**src/rtl/xadc_argmax_seq_pkg.sv**
```systemverilog
// xadc_argmax_seq_pkg
//   Shared definitions for the XADC auxiliary-channel argmax sequencer:
//   FSM state encoding, xadc_config bit-field positions, DRP constants and
//   the index-width helper.
package xadc_argmax_seq_pkg;

  localparam int unsigned DRP_AW = 7;
  localparam int unsigned DRP_DW = 16;
  localparam logic [DRP_AW-1:0] DRP_BASE_ADDR_DEF = 7'h10;

  // xadc_config fields
  localparam int unsigned CFG_EN_BIT  = 0;
  localparam int unsigned CFG_THR_LSB = 16;
  localparam int unsigned CFG_THR_W   = 12;

  typedef enum logic [2:0] {
    ST_IDLE      = 3'd0,
    ST_WAIT_EOS  = 3'd1,
    ST_ISSUE     = 3'd2,
    ST_WAIT_DRDY = 3'd3,
    ST_DECIDE    = 3'd4
  } state_t;

  // max(1, clog2(n))
  function automatic int unsigned idx_width(input int unsigned n);
    return (n > 2) ? $clog2(n) : 1;
  endfunction

endpackage

```
**src/rtl/xadc_argmax_seq_argmax_step.sv**
```systemverilog
// argmax_step
//   Combinational compare-and-select for one argmax step.
//   i_first        : candidate is channel 0, take it unconditionally
//   i_cur_idx/val  : running maximum so far
//   i_new_idx/val  : candidate sample
//   o_idx/o_val    : updated running maximum (strictly greater wins, so
//                    ties keep the lower index)
module argmax_step #(
  parameter int unsigned SAMPLE_W = 12,
  parameter int unsigned IDX_W    = 2
) (
  input  logic                i_first,
  input  logic [IDX_W-1:0]    i_cur_idx,
  input  logic [SAMPLE_W-1:0] i_cur_val,
  input  logic [IDX_W-1:0]    i_new_idx,
  input  logic [SAMPLE_W-1:0] i_new_val,
  output logic [IDX_W-1:0]    o_idx,
  output logic [SAMPLE_W-1:0] o_val
);

  logic w_take_new;

  assign w_take_new = i_first || (i_new_val > i_cur_val);

  always_comb begin
    o_idx = i_cur_idx;
    o_val = i_cur_val;
    if (w_take_new) begin
      o_idx = i_new_idx;
      o_val = i_new_val;
    end
  end

endmodule

```
**src/rtl/xadc_argmax_seq.sv**
```systemverilog
// xadc_argmax_seq
//   After each XADC end-of-sequence pulse, reads NUM_CH auxiliary channels
//   over the DRP (addresses BASE_ADDR..BASE_ADDR+NUM_CH-1) and publishes the
//   index and value of the largest sample.
//   Ports:
//     clk, rst        : clock, asynchronous active-high reset
//     xadc_config     : bit0 enable, bits[27:16] threshold
//     BUSY            : unused
//     DO, DRDY        : DRP read data / data-ready
//     EOS             : end-of-sequence pulse, starts a sweep
//     DADDR, DEN      : DRP address / one-cycle enable
//     DI, DWE         : DRP write data / write enable, tied to 0
//     network_output  : index of largest channel from last completed sweep
//     max_value       : sample value at network_output
//     class_valid     : one-cycle pulse when results update
//     below_thresh    : max_value < threshold for last completed sweep
//     drp_timeout     : sticky DRDY-timeout error
module xadc_argmax_seq
  import xadc_argmax_seq_pkg::*;
#(
  parameter int unsigned       NUM_CH    = 4,
  parameter logic [DRP_AW-1:0] BASE_ADDR = DRP_BASE_ADDR_DEF,
  parameter int unsigned       SAMPLE_W  = 12,
  parameter int unsigned       TIMEOUT   = 64,
  localparam int unsigned      IDX_W     = idx_width(NUM_CH)
) (
  input  logic                clk,
  input  logic                rst,
  input  logic [31:0]         xadc_config,
  input  logic                BUSY,
  input  logic [DRP_DW-1:0]   DO,
  input  logic                DRDY,
  input  logic                EOS,
  output logic [DRP_AW-1:0]   DADDR,
  output logic                DEN,
  output logic [DRP_DW-1:0]   DI,
  output logic                DWE,
  output logic [IDX_W-1:0]    network_output,
  output logic [SAMPLE_W-1:0] max_value,
  output logic                class_valid,
  output logic                below_thresh,
  output logic                drp_timeout
);

  localparam int unsigned TO_W = $clog2(TIMEOUT + 1);
  localparam logic [IDX_W-1:0] LAST_CH = IDX_W'(NUM_CH - 1);
  localparam logic [TO_W-1:0]  TO_LAST = TO_W'(TIMEOUT - 1);

  state_t              r_state;
  logic [IDX_W-1:0]    r_ch;
  logic [TO_W-1:0]     r_to_cnt;
  logic [IDX_W-1:0]    r_max_idx;
  logic [SAMPLE_W-1:0] r_max_val;
  logic [DRP_AW-1:0]   r_daddr;
  logic                r_den;
  logic [IDX_W-1:0]    r_net_out;
  logic [SAMPLE_W-1:0] r_max_out;
  logic                r_class_valid;
  logic                r_below;
  logic                r_timeout;

  logic                w_en;
  logic [15:0]         w_thr_ext;
  logic [SAMPLE_W-1:0] w_thr;
  logic [SAMPLE_W-1:0] w_sample;
  logic [IDX_W-1:0]    w_ch_nxt;
  logic [IDX_W-1:0]    w_step_idx;
  logic [SAMPLE_W-1:0] w_step_val;
  logic                w_unused;

  assign w_en      = xadc_config[CFG_EN_BIT];
  assign w_thr_ext = 16'(xadc_config[CFG_THR_LSB +: CFG_THR_W]);
  assign w_thr     = w_thr_ext[SAMPLE_W-1:0];
  assign w_sample  = DO[DRP_DW-1 -: SAMPLE_W];
  assign w_ch_nxt  = r_ch + IDX_W'(1);
  assign w_unused  = ^{BUSY, xadc_config, DO};

  argmax_step #(
    .SAMPLE_W (SAMPLE_W),
    .IDX_W    (IDX_W)
  ) u_step (
    .i_first   (r_ch == '0),
    .i_cur_idx (r_max_idx),
    .i_cur_val (r_max_val),
    .i_new_idx (r_ch),
    .i_new_val (w_sample),
    .o_idx     (w_step_idx),
    .o_val     (w_step_val)
  );

  // Results are published on the edge that leaves WAIT_DRDY with the last
  // sample, using the argmax_step output directly, so the DECIDE cycle is
  // the one where class_valid and the new results are visible. This keeps
  // class_valid exactly one cycle after the final DRDY.
  always_ff @(posedge clk or posedge rst) begin
    if (rst) begin
      r_state       <= ST_IDLE;
      r_ch          <= '0;
      r_to_cnt      <= '0;
      r_max_idx     <= '0;
      r_max_val     <= '0;
      r_daddr       <= '0;
      r_den         <= 1'b0;
      r_net_out     <= '0;
      r_max_out     <= '0;
      r_class_valid <= 1'b0;
      r_below       <= 1'b0;
      r_timeout     <= 1'b0;
    end else begin
      r_den         <= 1'b0;
      r_class_valid <= 1'b0;
      case (r_state)
        ST_IDLE: begin
          if (w_en) r_state <= ST_WAIT_EOS;
        end
        ST_WAIT_EOS: begin
          if (!w_en) begin
            r_state <= ST_IDLE;
          end else if (EOS) begin
            r_ch    <= '0;
            r_daddr <= BASE_ADDR;
            r_den   <= 1'b1;
            r_state <= ST_ISSUE;
          end
        end
        ST_ISSUE: begin
          if (!w_en) begin
            r_state <= ST_IDLE;
          end else begin
            r_to_cnt <= '0;
            r_state  <= ST_WAIT_DRDY;
          end
        end
        ST_WAIT_DRDY: begin
          if (DRDY) begin
            r_max_idx <= w_step_idx;
            r_max_val <= w_step_val;
            if (r_ch == LAST_CH) begin
              r_net_out     <= w_step_idx;
              r_max_out     <= w_step_val;
              r_below       <= (w_step_val < w_thr);
              r_class_valid <= 1'b1;
              r_state       <= ST_DECIDE;
            end else if (!w_en) begin
              // read finished; stop before issuing the next one
              r_state <= ST_IDLE;
            end else begin
              r_ch    <= w_ch_nxt;
              r_daddr <= BASE_ADDR + DRP_AW'(w_ch_nxt);
              r_den   <= 1'b1;
              r_state <= ST_ISSUE;
            end
          end else if (r_to_cnt == TO_LAST) begin
            r_timeout <= 1'b1;
            r_state   <= ST_WAIT_EOS;
          end else begin
            r_to_cnt <= r_to_cnt + TO_W'(1);
          end
        end
        ST_DECIDE: begin
          r_state <= w_en ? ST_WAIT_EOS : ST_IDLE;
        end
        default: r_state <= ST_IDLE;
      endcase
    end
  end

  assign DADDR          = r_daddr;
  assign DEN            = r_den;
  assign DI             = '0;
  assign DWE            = 1'b0;
  assign network_output = r_net_out;
  assign max_value      = r_max_out;
  assign class_valid    = r_class_valid;
  assign below_thresh   = r_below;
  assign drp_timeout    = r_timeout;

endmodule
```
**config.mk**
```make
export PLATFORM = sky130hd
export DESIGN_NAME = xadc_argmax_seq
export DESIGN_NICKNAME = d
export VERILOG_FILES = /design/src/rtl/xadc_argmax_seq_pkg.sv /design/src/rtl/xadc_argmax_seq_argmax_step.sv /design/src/rtl/xadc_argmax_seq.sv
export SDC_FILE = /design/constraint.sdc
export NUM_CORES = 1
export LEC_CHECK = 0
export CORE_AREA = 8 8 115 117
export DETAILED_ROUTE_END_ITERATION = 7
export DIE_AREA = 0 0 123 125
export PLACE_DENSITY = 0.54
export RECOVER_POWER = 50
export SYNTH_ARGS = -nofsm -noshare
export SYNTH_HDL_FRONTEND = slang
export SYNTH_HIERARCHICAL = 1
export SYNTH_SLANG_ARGS = --single-unit
```
**constraint.sdc**
```tcl
create_clock -name clk -period 2.8 [get_ports clk]
set_input_delay 0.56 -clock clk [delete_from_list [all_inputs] [get_ports clk]]
set_output_delay 0.56 -clock clk [all_outputs]
set_load 0.02 [all_outputs]
```
==> results of run 1 <==
[cell usage in the layout, fill, tap and decap left out, types with 6 or more instances in the layout]
| cell type | netlist | layout |
|---|---|---|
| ha_1 | 26 | 12 |
| conb_1 | 1 | 21 |
| o211ai_1 | 15 | 15 |
| ha_4 | 0 | 14 |
| mux2_2 | 16 | 16 |
| nand2_1 | 62 | 61 |
| o21ai_0 | 22 | 18 |
| nand2b_1 | 19 | 19 |
| or4_1 | 14 | 13 |
| buf_2 | 7 | 8 |
| clkdlybuf4s50_1 | 0 | 32 |
| nand3_1 | 19 | 13 |
| inv_2 | 0 | 6 |
| buf_4 | 24 | 61 |
| inv_1 | 36 | 29 |
| a21oi_1 | 10 | 8 |
| dfrtp_1 | 45 | 45 |
| a31oi_1 | 17 | 13 |
[repair_timing]
item | 4_1_cts | 5_1_grt
setup endpoints to repair | 1 | 2
cloned | 5 | 0
setup buffers | 9 | 5
pin swaps | 33 | 20
gates resized for setup | 71 | 24
[cell type report]
| class | instances | area (um2) | share of cell area |
|---|---|---|---|
| clock buffer | 5 | 125 | 0.0258 |
| inverter | 36 | 135 | 0.0279 |
| timing repair buffer | 122 | 1060 | 0.218 |
| multi-input combinational | 284 | 2190 | 0.452 |
| sequential | 45 | 1130 | 0.232 |
| clock inverter | 3 | 25.0 | 0.00517 |
| tap | 147 | 184 | 0.0380 |
[path summary, 6_finish.rpt]
check	end	slack [ns]
setup / recovery	below_thresh	-0.24
hold / removal	drp_timeout	0.46
setup reg to reg	below_thresh	-0.24
hold reg to reg	drp_timeout	0.46
max in group asynchronous	DEN	1.01
min in group asynchronous	max_value[3]	1.07
[power groups by stage]
stage	clock, mW	combinational [mW]	sequential (mW)
3_3_place_gp	0	1.79	0.957
2_1_floorplan	0	1.08	0.978
4_1_cts	0.630	2.11	0.943
6_report	0.601	2.27	0.951
5_1_grt	0.652	2.51	0.976
3_5_place_dp	0	1.83	0.953
[state kept, by name (all words and copies together), names as in the netlist]
signal and flops:
below_thresh 1, r_ch 1, r_to_cnt 7, network_output 2, class_valid 1, drp_timeout 1, r_max_val 12, r_state 3
r_max_idx 2, max_value 12, DADDR 2, DEN 1
[cells by family (layout without fill, tap and decap cells)]
group	after synthesis	in the layout	share of synthesized area
other	1	21	0.00113
buffers and inverters	76	166	0.122
DFF	45	45	0.340
adders and majority gates	26	26	0.0983
AOI/OAI and AO/OA	81	83	0.168
muxes	18	18	0.0605
and+or+nand+nor	136	136	0.210
[metal layers]
metal | track usage | part of all wire | up-vias
li1 | - | - | 1541
met1 | 0.176 | 0.48 | 1482
met2 | 0.192 | 0.45 | 90
met3 | 0.0243 | 0.056 | 7
met4 | 0.0298 | 0.010 | 0
met5 | 0 | 0 | -
[metrics by stage]
stage	hold WS (ns)	setup slack [ns]	utilization	std cells	TNS, ns
final	0.461	-0.245	0.417	642	-0.294
after global routing	0.495	-0.362	0.417	642	-0.498
after CTS	0.468	-0.270	0.409	637	-0.270
after detailed placement	0.448	-0.895	0.372	615	-3.97
after global placement	0.449	-0.827	0.372	615	-2.89
after floorplan	0.460	-0.233	-	403	-0.233
==> impl_table.tex, run 1 <==
\begin{tabular}{lr}
\hline
Metric & Value \\
\hline
\multicolumn{2}{l}{\textbf{Outcome}} \\
\quad Run status & finished with violations \\
\quad Violations in the final reports & negative setup slack \\
\multicolumn{2}{l}{\textbf{Cells and area}} \\
\quad Fin nets & 573 \\
\quad Number of filler instances in the final layout & 1157 \\
\quad Layout-stage area growth over the synthesis result & 46.4\% \\
\quad Area of all placed cells without fillers & 4840 um2 \\
\quad Fraction of layout cells with a size suffix above 1 & 0.311 \\
\quad Number of diodes & 0 \\
\multicolumn{2}{l}{\textbf{Global route}} \\
\quad Largest net degree at the start of global routing & 46 \\
\quad Total Routing Usage GR & 0.125 \\
\quad Number of antenna violations at the first check in global routing & 0 \\
\quad Vias in the first global route & 3062 \\
\quad Remaining Overflow, GRT & 0 \\
\quad Wire length of the first global-routing pass & 15700 um \\
\multicolumn{2}{l}{\textbf{Timing}} \\
\quad Unrepaired setup endpoints after global routing & yes \\
\quad Final count of negative-setup-slack endpoints & 2 \\
\quad Least setup slack across all paths after layout & -0.245 ns \\
\quad Clock skew & 0.0109 ns \\
\quad Slew HR & 0.223 \\
\quad Max Slew Vio Count & 0 \\
\quad Slew at the pin with the worst max-slew slack & 1.17 ns \\
\quad Maximum achievable frequency & 0.328 GHz \\
\quad Time the worst path needs with I/O delays and setup & 3.04 ns \\
\quad Tcrit/Tclk final & 1.09 \\
\quad Number of failing hold endpoints at the final stage & 0 \\
\multicolumn{2}{l}{\textbf{Floorplan}} \\
\quad Initial standard-cell utilization of the core & 0.285 \\
\quad Die boundary width & 123 um \\
\quad Core region area & 11600 um2 \\
\quad Floorplan die height & 125 um \\
\quad Total I/O pin count & 95 \\
\quad Floorplan die area & 15400 um2 \\
\quad FP Rows & 40 \\
\multicolumn{2}{l}{\textbf{Placed design}} \\
\quad Placed cell areas & 4320 um2 \\
\quad I/O Buffers & 49 \\
\quad Placed wire-length estimate & 6830 um \\
\quad Final weighted congestion in routability-driven placement & 0.848 \\
\multicolumn{2}{l}{\textbf{Critical path}} \\
\quad Crit Path Max Fanout & 7 \\
\quad Required time at the endpoint of the critical path & 2.99 ns \\
\quad Startpoint kind of the worst setup timing path & register \\
\quad Path depth of the worst reg2reg path & 12 \\
\quad Worst path buffer plus inverter count & 2 \\
\quad CP Data Arrival Time & 3.23 ns \\
\quad Number of cells on the critical path & 12 \\
\quad Worst stage delay on the critical path & 0.49 ns \\
\quad Standard cell with the maximum stage delay on the critical path & or3\_4 \\
\quad Critical path's top delay family & simple AND/OR/NAND/NOR gates \\
\quad Worst reg2reg path startpoint & r\_max\_val[7] \\
\quad Worst Setup SP & r\_max\_val[7] \\
\quad Worst setup EP type & register \\
\quad Critical Setup Path Class & reg2reg \\
\quad Cell-by-cell trace of the critical path & inv\_2 > ha\_4 > nand4\_1 > or3\_4 > buf\_8 > a31oi\_1 > nand3\_1 > ha\_1 > and4\_4 > o21ai\_1 > or3\_1 > a32o\_2 \\
\multicolumn{2}{l}{\textbf{Hold path}} \\
\quad Launch point of the worst hold path & drp\_timeout \\
\quad Hold path cells & 1 \\
\quad Path class of the lowest-slack min-delay path & reg2reg \\
\multicolumn{2}{l}{\textbf{Synthesis}} \\
\quad Most frequent cells after synthesis & nand2\_1 (62), dfrtp\_1 (45), inv\_1 (36), ha\_1 (26), buf\_4 (24) \\
\quad Cells after Synth & 383 \\
\quad Number of flops mapped to enable cells by yosys & 0 \\
\quad Part of the Yosys area used for sequential elements & 0.340 \\
\quad Largest area contributor in the synthesized netlist & dfrtp\_1 \\
\quad Number of library cell types mapped by synthesis & 48 \\
\quad Total standard cell area after synthesis & 3310 um2 \\
\quad Syn. warnings & 6 \\
\quad Synthesis-stage register bit count & 45 \\
\quad Largest cells by area after synthesis & dfrtp\_1 (34\%), ha\_1 (9.8\%), nand2\_1 (7.0\%), buf\_4 (5.4\%), mux2\_2 (5.4\%) \\
\quad Share of synthesized flip-flops with an asynchronous set or reset & 1.00 \\
\quad Fraction of post-synthesis cell area in the top cell type by area & 0.340 \\
\quad Mean instance size in the synthesized netlist & 8.64 um2 \\
\quad Most instantiated flip-flop cell in the synthesis netlist & dfrtp\_1 \\
\quad Dominant cell by count in the synthesized netlist & nand2\_1 \\
\multicolumn{2}{l}{\textbf{Clocking}} \\
\quad Clock latency at the later pin of the worst-skew pair & 0.29 ns \\
\quad Number of buffers added by the clock tree synthesis step & 5 \\
\quad Clock-pin slew of the registers on the worst-case setup and hold paths & 0.07 ns \\
\quad Number of buffers inserted by hold repair at cts & 0 \\
\quad CTS HTree Levels & 2 \\
\quad TritonCTS clock tree & done \\
\quad Master cell of the clock root buffer & clkbuf\_16 \\
\quad Clock tree buffer depth & 2 \\
\quad CTS Sinks & 45 \\
\multicolumn{2}{l}{\textbf{Routing}} \\
\quad Detailed-route via count & 3120 \\
\quad First-pass iteration count of the detailed router & 4 \\
\quad Residual DRC & 0 \\
\quad Via density & 4.86 \\
\quad Iter 0 DRT Violations & 198 \\
\quad Wire length after detailed routing & 9610 um \\
\quad Post-route antenna net violation count & 0 \\
\quad Routed len/inst & 15.0 um \\
\multicolumn{2}{l}{\textbf{Pwr}} \\
\quad Max VDD drop & 317 uV \\
\quad Switch Pwr & 1.48 mW \\
\quad Part of the power in combinational logic & 0.593 \\
\quad Leak pwr & 2.21 nW \\
\quad Clock power share & 0.157 \\
\quad Power share of the sequential group & 0.249 \\
\quad Total power after layout & 3.82 mW \\
\quad Power density over the cells & 788 nW/um2 \\
\quad Cell-internal power & 2.34 mW \\
\quad Switching fraction of total power & 0.387 \\
\multicolumn{2}{l}{\textbf{Job}} \\
\quad Total of max-cap violations & 0 \\
\hline
\end{tabular}
No activity file was read; power rests on OpenSTA's default activity.
==> run 2: changes to the inputs <==
- CORE_AREA: 8 8 115 117 -> 8 8 96 98
- DIE_AREA: 0 0 123 125 -> 0 0 104 106
- PLACE_DENSITY: 0.54 -> 0.76
==> run 2 against run 1 <==
Effect of this change: the flow still finishes with violations (negative setup slack); global-route usage up 5.3 points; fmax down 2.3%; clock power down 29%; hold slack better by 0.0078 ns; routed wire length up 4.1%; non-clock buffer count up 2; critical endpoint unchanged; largest cell class unchanged; largest power group unchanged; highest routed layer unchanged.
==> impl_table.tex, run 2 (synthesized netlist as in run 1, its figures left out) <==
\begin{tabular}{lr}
\hline
Metric & Value \\
\hline
\multicolumn{2}{l}{\textbf{Cells and area}} \\
\quad Fraction of layout cells with a size suffix above 1 & 0.293 (-0.0182) \\
\quad Number of filler instances in the final layout & 651 (-44\%) \\
\quad Commonest non-fill, non-tap cells in the layout & buf\_4 (63), nand2\_1 (61), dfrtp\_1 (45) \\
\quad Number of diodes & 0 (unchanged) \\
\quad Leading cell type in the layout, fill and taps excluded & buf\_4 \\
\quad Share of the core filled with cells & 0.601 (+0.183) \\
\quad Area used by multi-input combinational logic & 2140 um2 (-2.2\%) \\
\quad Fin nets & 573 (unchanged) \\
\quad Layout-stage area growth over the synthesis result & 42.4\% \\
\quad Area of all sequential standard cells & 1130 um2 (unchanged) \\
\multicolumn{2}{l}{\textbf{Floorplan}} \\
\quad Initial standard-cell utilization of the core & 0.422 (+0.137) \\
\quad FP Rows & 33 (-18\%) \\
\quad Core region area & 7850 um2 (-32\%) \\
\quad Total I/O pin count & 95 (unchanged) \\
\quad Floorplan die height & 106 um (-15\%) \\
\quad Die boundary width & 104 um (-15\%) \\
\quad Floorplan die area & 11000 um2 (-28\%) \\
\multicolumn{2}{l}{\textbf{Timing}} \\
\quad Unrepaired setup endpoints after global routing & yes \\
\quad Tcrit/Tclk final & 1.11 (+0.0259) \\
\quad Time the worst path needs with I/O delays and setup & 3.12 ns (+0.0724 ns) \\
\quad Setup total negative slack & -0.735 ns (-0.442 ns) \\
\quad Max Slew Vio Count & 0 (unchanged) \\
\quad Number of failing hold endpoints at the final stage & 0 (unchanged) \\
\quad Tightest hold margin & 0.469 ns (+0.00781 ns) \\
\quad Final count of negative-setup-slack endpoints & 3 (+1) \\
\quad Least setup slack across all paths after layout & -0.317 ns (-0.0724 ns) \\
\quad Maximum achievable frequency & 0.321 GHz (-2.3\%) \\
\quad Slew at the pin with the worst max-slew slack & 1.41 ns (+0.240 ns) \\
\quad Clock skew & 0.00518 ns (-0.00573 ns) \\
\quad Slew HR & 0.0629 (-0.160) \\
\multicolumn{2}{l}{\textbf{Outcome}} \\
\quad Run status & finished with violations \\
\quad Violations in the final reports & negative setup slack \\
\multicolumn{2}{l}{\textbf{Global route}} \\
\quad Wire length of the first global-routing pass & 16500 um (+5.0\%) \\
\quad Total Routing Usage GR & 0.178 (+0.0532) \\
\quad Number of antenna violations at the first check in global routing & 0 (unchanged) \\
\quad Vias in the first global route & 3344 (+9.2\%) \\
\quad Remaining Overflow, GRT & 0 (unchanged) \\
\quad Largest net degree at the start of global routing & 24 (-48\%) \\
\multicolumn{2}{l}{\textbf{Job}} \\
\quad Total of max-cap violations & 0 (unchanged) \\
\multicolumn{2}{l}{\textbf{Critical path}} \\
\quad Critical Setup Path Class & in2reg \\
\quad Worst setup EP type & register \\
\quad Worst stage delay on the critical path & 0.41 ns (-0.08 ns) \\
\quad Standard cell with the maximum stage delay on the critical path & or3\_4 \\
\quad Required time at the endpoint of the critical path & 3.00 ns (about the same) \\
\quad CP Data Arrival Time & 3.31 ns (+0.08 ns) \\
\quad Critical path's top delay family & simple AND/OR/NAND/NOR gates \\
\quad Worst path buffer plus inverter count & 3 (+1) \\
\quad Crit Path Max Fanout & 8 (+1) \\
\quad Cell-by-cell trace of the critical path & clkdlybuf4s15\_1 > ha\_4 > nand4\_1 > or3\_4 > buf\_8 > buf\_6 > o211ai\_1 > nand3\_4 > ha\_4 > and4\_1 > o21ai\_1 > or3\_1 > a32o\_2 \\
\quad Crit-path most repeated cell & ha\_4 \\
\quad Startpoint kind of the worst setup timing path & input pin \\
\multicolumn{2}{l}{\textbf{Clocking}} \\
\quad Clock latency at the later pin of the worst-skew pair & 0.30 ns (about the same) \\
\quad CTS HTree Levels & 2 (unchanged) \\
\quad Clock-pin slew of the registers on the worst-case setup and hold paths & 0.09 ns (+0.02 ns) \\
\quad TritonCTS clock tree & done \\
\quad Number of buffers added by the clock tree synthesis step & 5 (unchanged) \\
\quad CTS Sinks & 45 (unchanged) \\
\quad Clock tree buffer depth & 2 (unchanged) \\
\quad Master cell of the clock root buffer & clkbuf\_8 \\
\multicolumn{2}{l}{\textbf{Hold path}} \\
\quad Path class of the lowest-slack min-delay path & reg2reg \\
\multicolumn{2}{l}{\textbf{Placed design}} \\
\quad I/O Buffers & 49 (unchanged) \\
\quad Final weighted congestion in routability-driven placement & 0.865 (+2.0\%) \\
\quad Setup WS pre-CTS & -0.854 ns (+0.0412 ns) \\
\quad Placed wire-length estimate & 6680 um (-2.2\%) \\
\multicolumn{2}{l}{\textbf{Routing}} \\
\quad First-pass iteration count of the detailed router & 5 (+1) \\
\quad Routed len/inst & 16.7 um (+11\%) \\
\quad Iter 0 DRT Violations & 190 (-4.0\%) \\
\quad Residual DRC & 0 (unchanged) \\
\quad Post-route antenna net violation count & 0 (unchanged) \\
\quad Detailed-route via count & 3290 (+5.4\%) \\
\quad Via density & 5.48 (+13\%) \\
\quad Wire length after detailed routing & 10000 um (+4.1\%) \\
\multicolumn{2}{l}{\textbf{Pwr}} \\
\quad Max VDD drop & 318 uV (about the same) \\
\quad Leak pwr & 2.19 nW (-1.1\%) \\
\quad Power density over the cells & 773 nW/um2 (-1.9\%) \\
\hline
\end{tabular}
[run 2: cell count changes in the layout (fill, tap and decap cells not counted), moves of 3 or more]
cell	change
clkbuf_16	-5
clkbuf_8	+5
buf_6	+4
clkdlybuf4s15_1	+3
a31oi_2	+3
inv_2	-4
clkbuf_2	-5
buf_2	-5
inv_1	+4
clkdlybuf4s15_2	+4
a31oi_4	-3
[run 2: layer usage]
layer	global-route usage	vias up	share of wire
li1	-	1529	-
met1	0.218	1554	0.41
met2	0.297	177	0.49
met3	0.0387	30	0.068
met4	0.0765	0	0.027
met5	0	-	0
[run 2: metrics by stage]
stage                     instances  power (mW)  area [um2]
after global placement          573        2.69        4270
after detailed placement        573        2.76        4270
final                           600        3.64        4710
after floorplan                 403        2.06        3500
after CTS                       601        3.49        4670
after global routing            600        3.90        4710
[run 2: cell type report]
class,count,share of cell area
tap,105,0.0279
inverter,36,0.0287
sequential,45,0.239
clock inverter,3,0.00451
timing repair buffer,124,0.230
multi-input combinational,282,0.455
clock buffer,5,0.0146
[run 2: worst paths after layout]
| check | endpoint | slack (ns) | cells past startpoint | from |
|---|---|---|---|---|
| min in group asynchronous | max_value[2] | 0.75 | 2 | rst |
| min reg2reg | drp_timeout | 0.47 | 1 | drp_timeout |
| max | below_thresh | -0.32 | 13 | DO[6] |
| max in group asynchronous | max_value[7] | 0.37 | 3 | rst |
| min | drp_timeout | 0.47 | 1 | drp_timeout |
| max reg2reg | below_thresh | -0.31 | 13 | r_max_val[9] |
[run 2: timing repair]
action                     in CTS  in global routing
setup buffers                  19                  3
hold buffers                    0                  0
gates cloned                    1                  0
setup endpoints to repair       1                  5
resized for setup              67                 17
pin swaps                      20                 18
[run 2: worst register-to-register path: stages, from the launching register on]
cell and delay [ns]:
dfrtp_1 0.39, inv_1 0.08, ha_4 0.27, nand4_1 0.13
or3_4 0.45, buf_8 0.16, buf_6 0.13, o211ai_1 0.15
nand3_4 0.13, ha_4 0.27, and4_1 0.22, o21ai_1 0.06
or3_1 0.31, a32o_2 0.25
[run 2: report_power, final]
group,switching [mW],internal [mW]
logic,1.10,1.16
registers,0.132,0.819
clock network,0.248,0.178
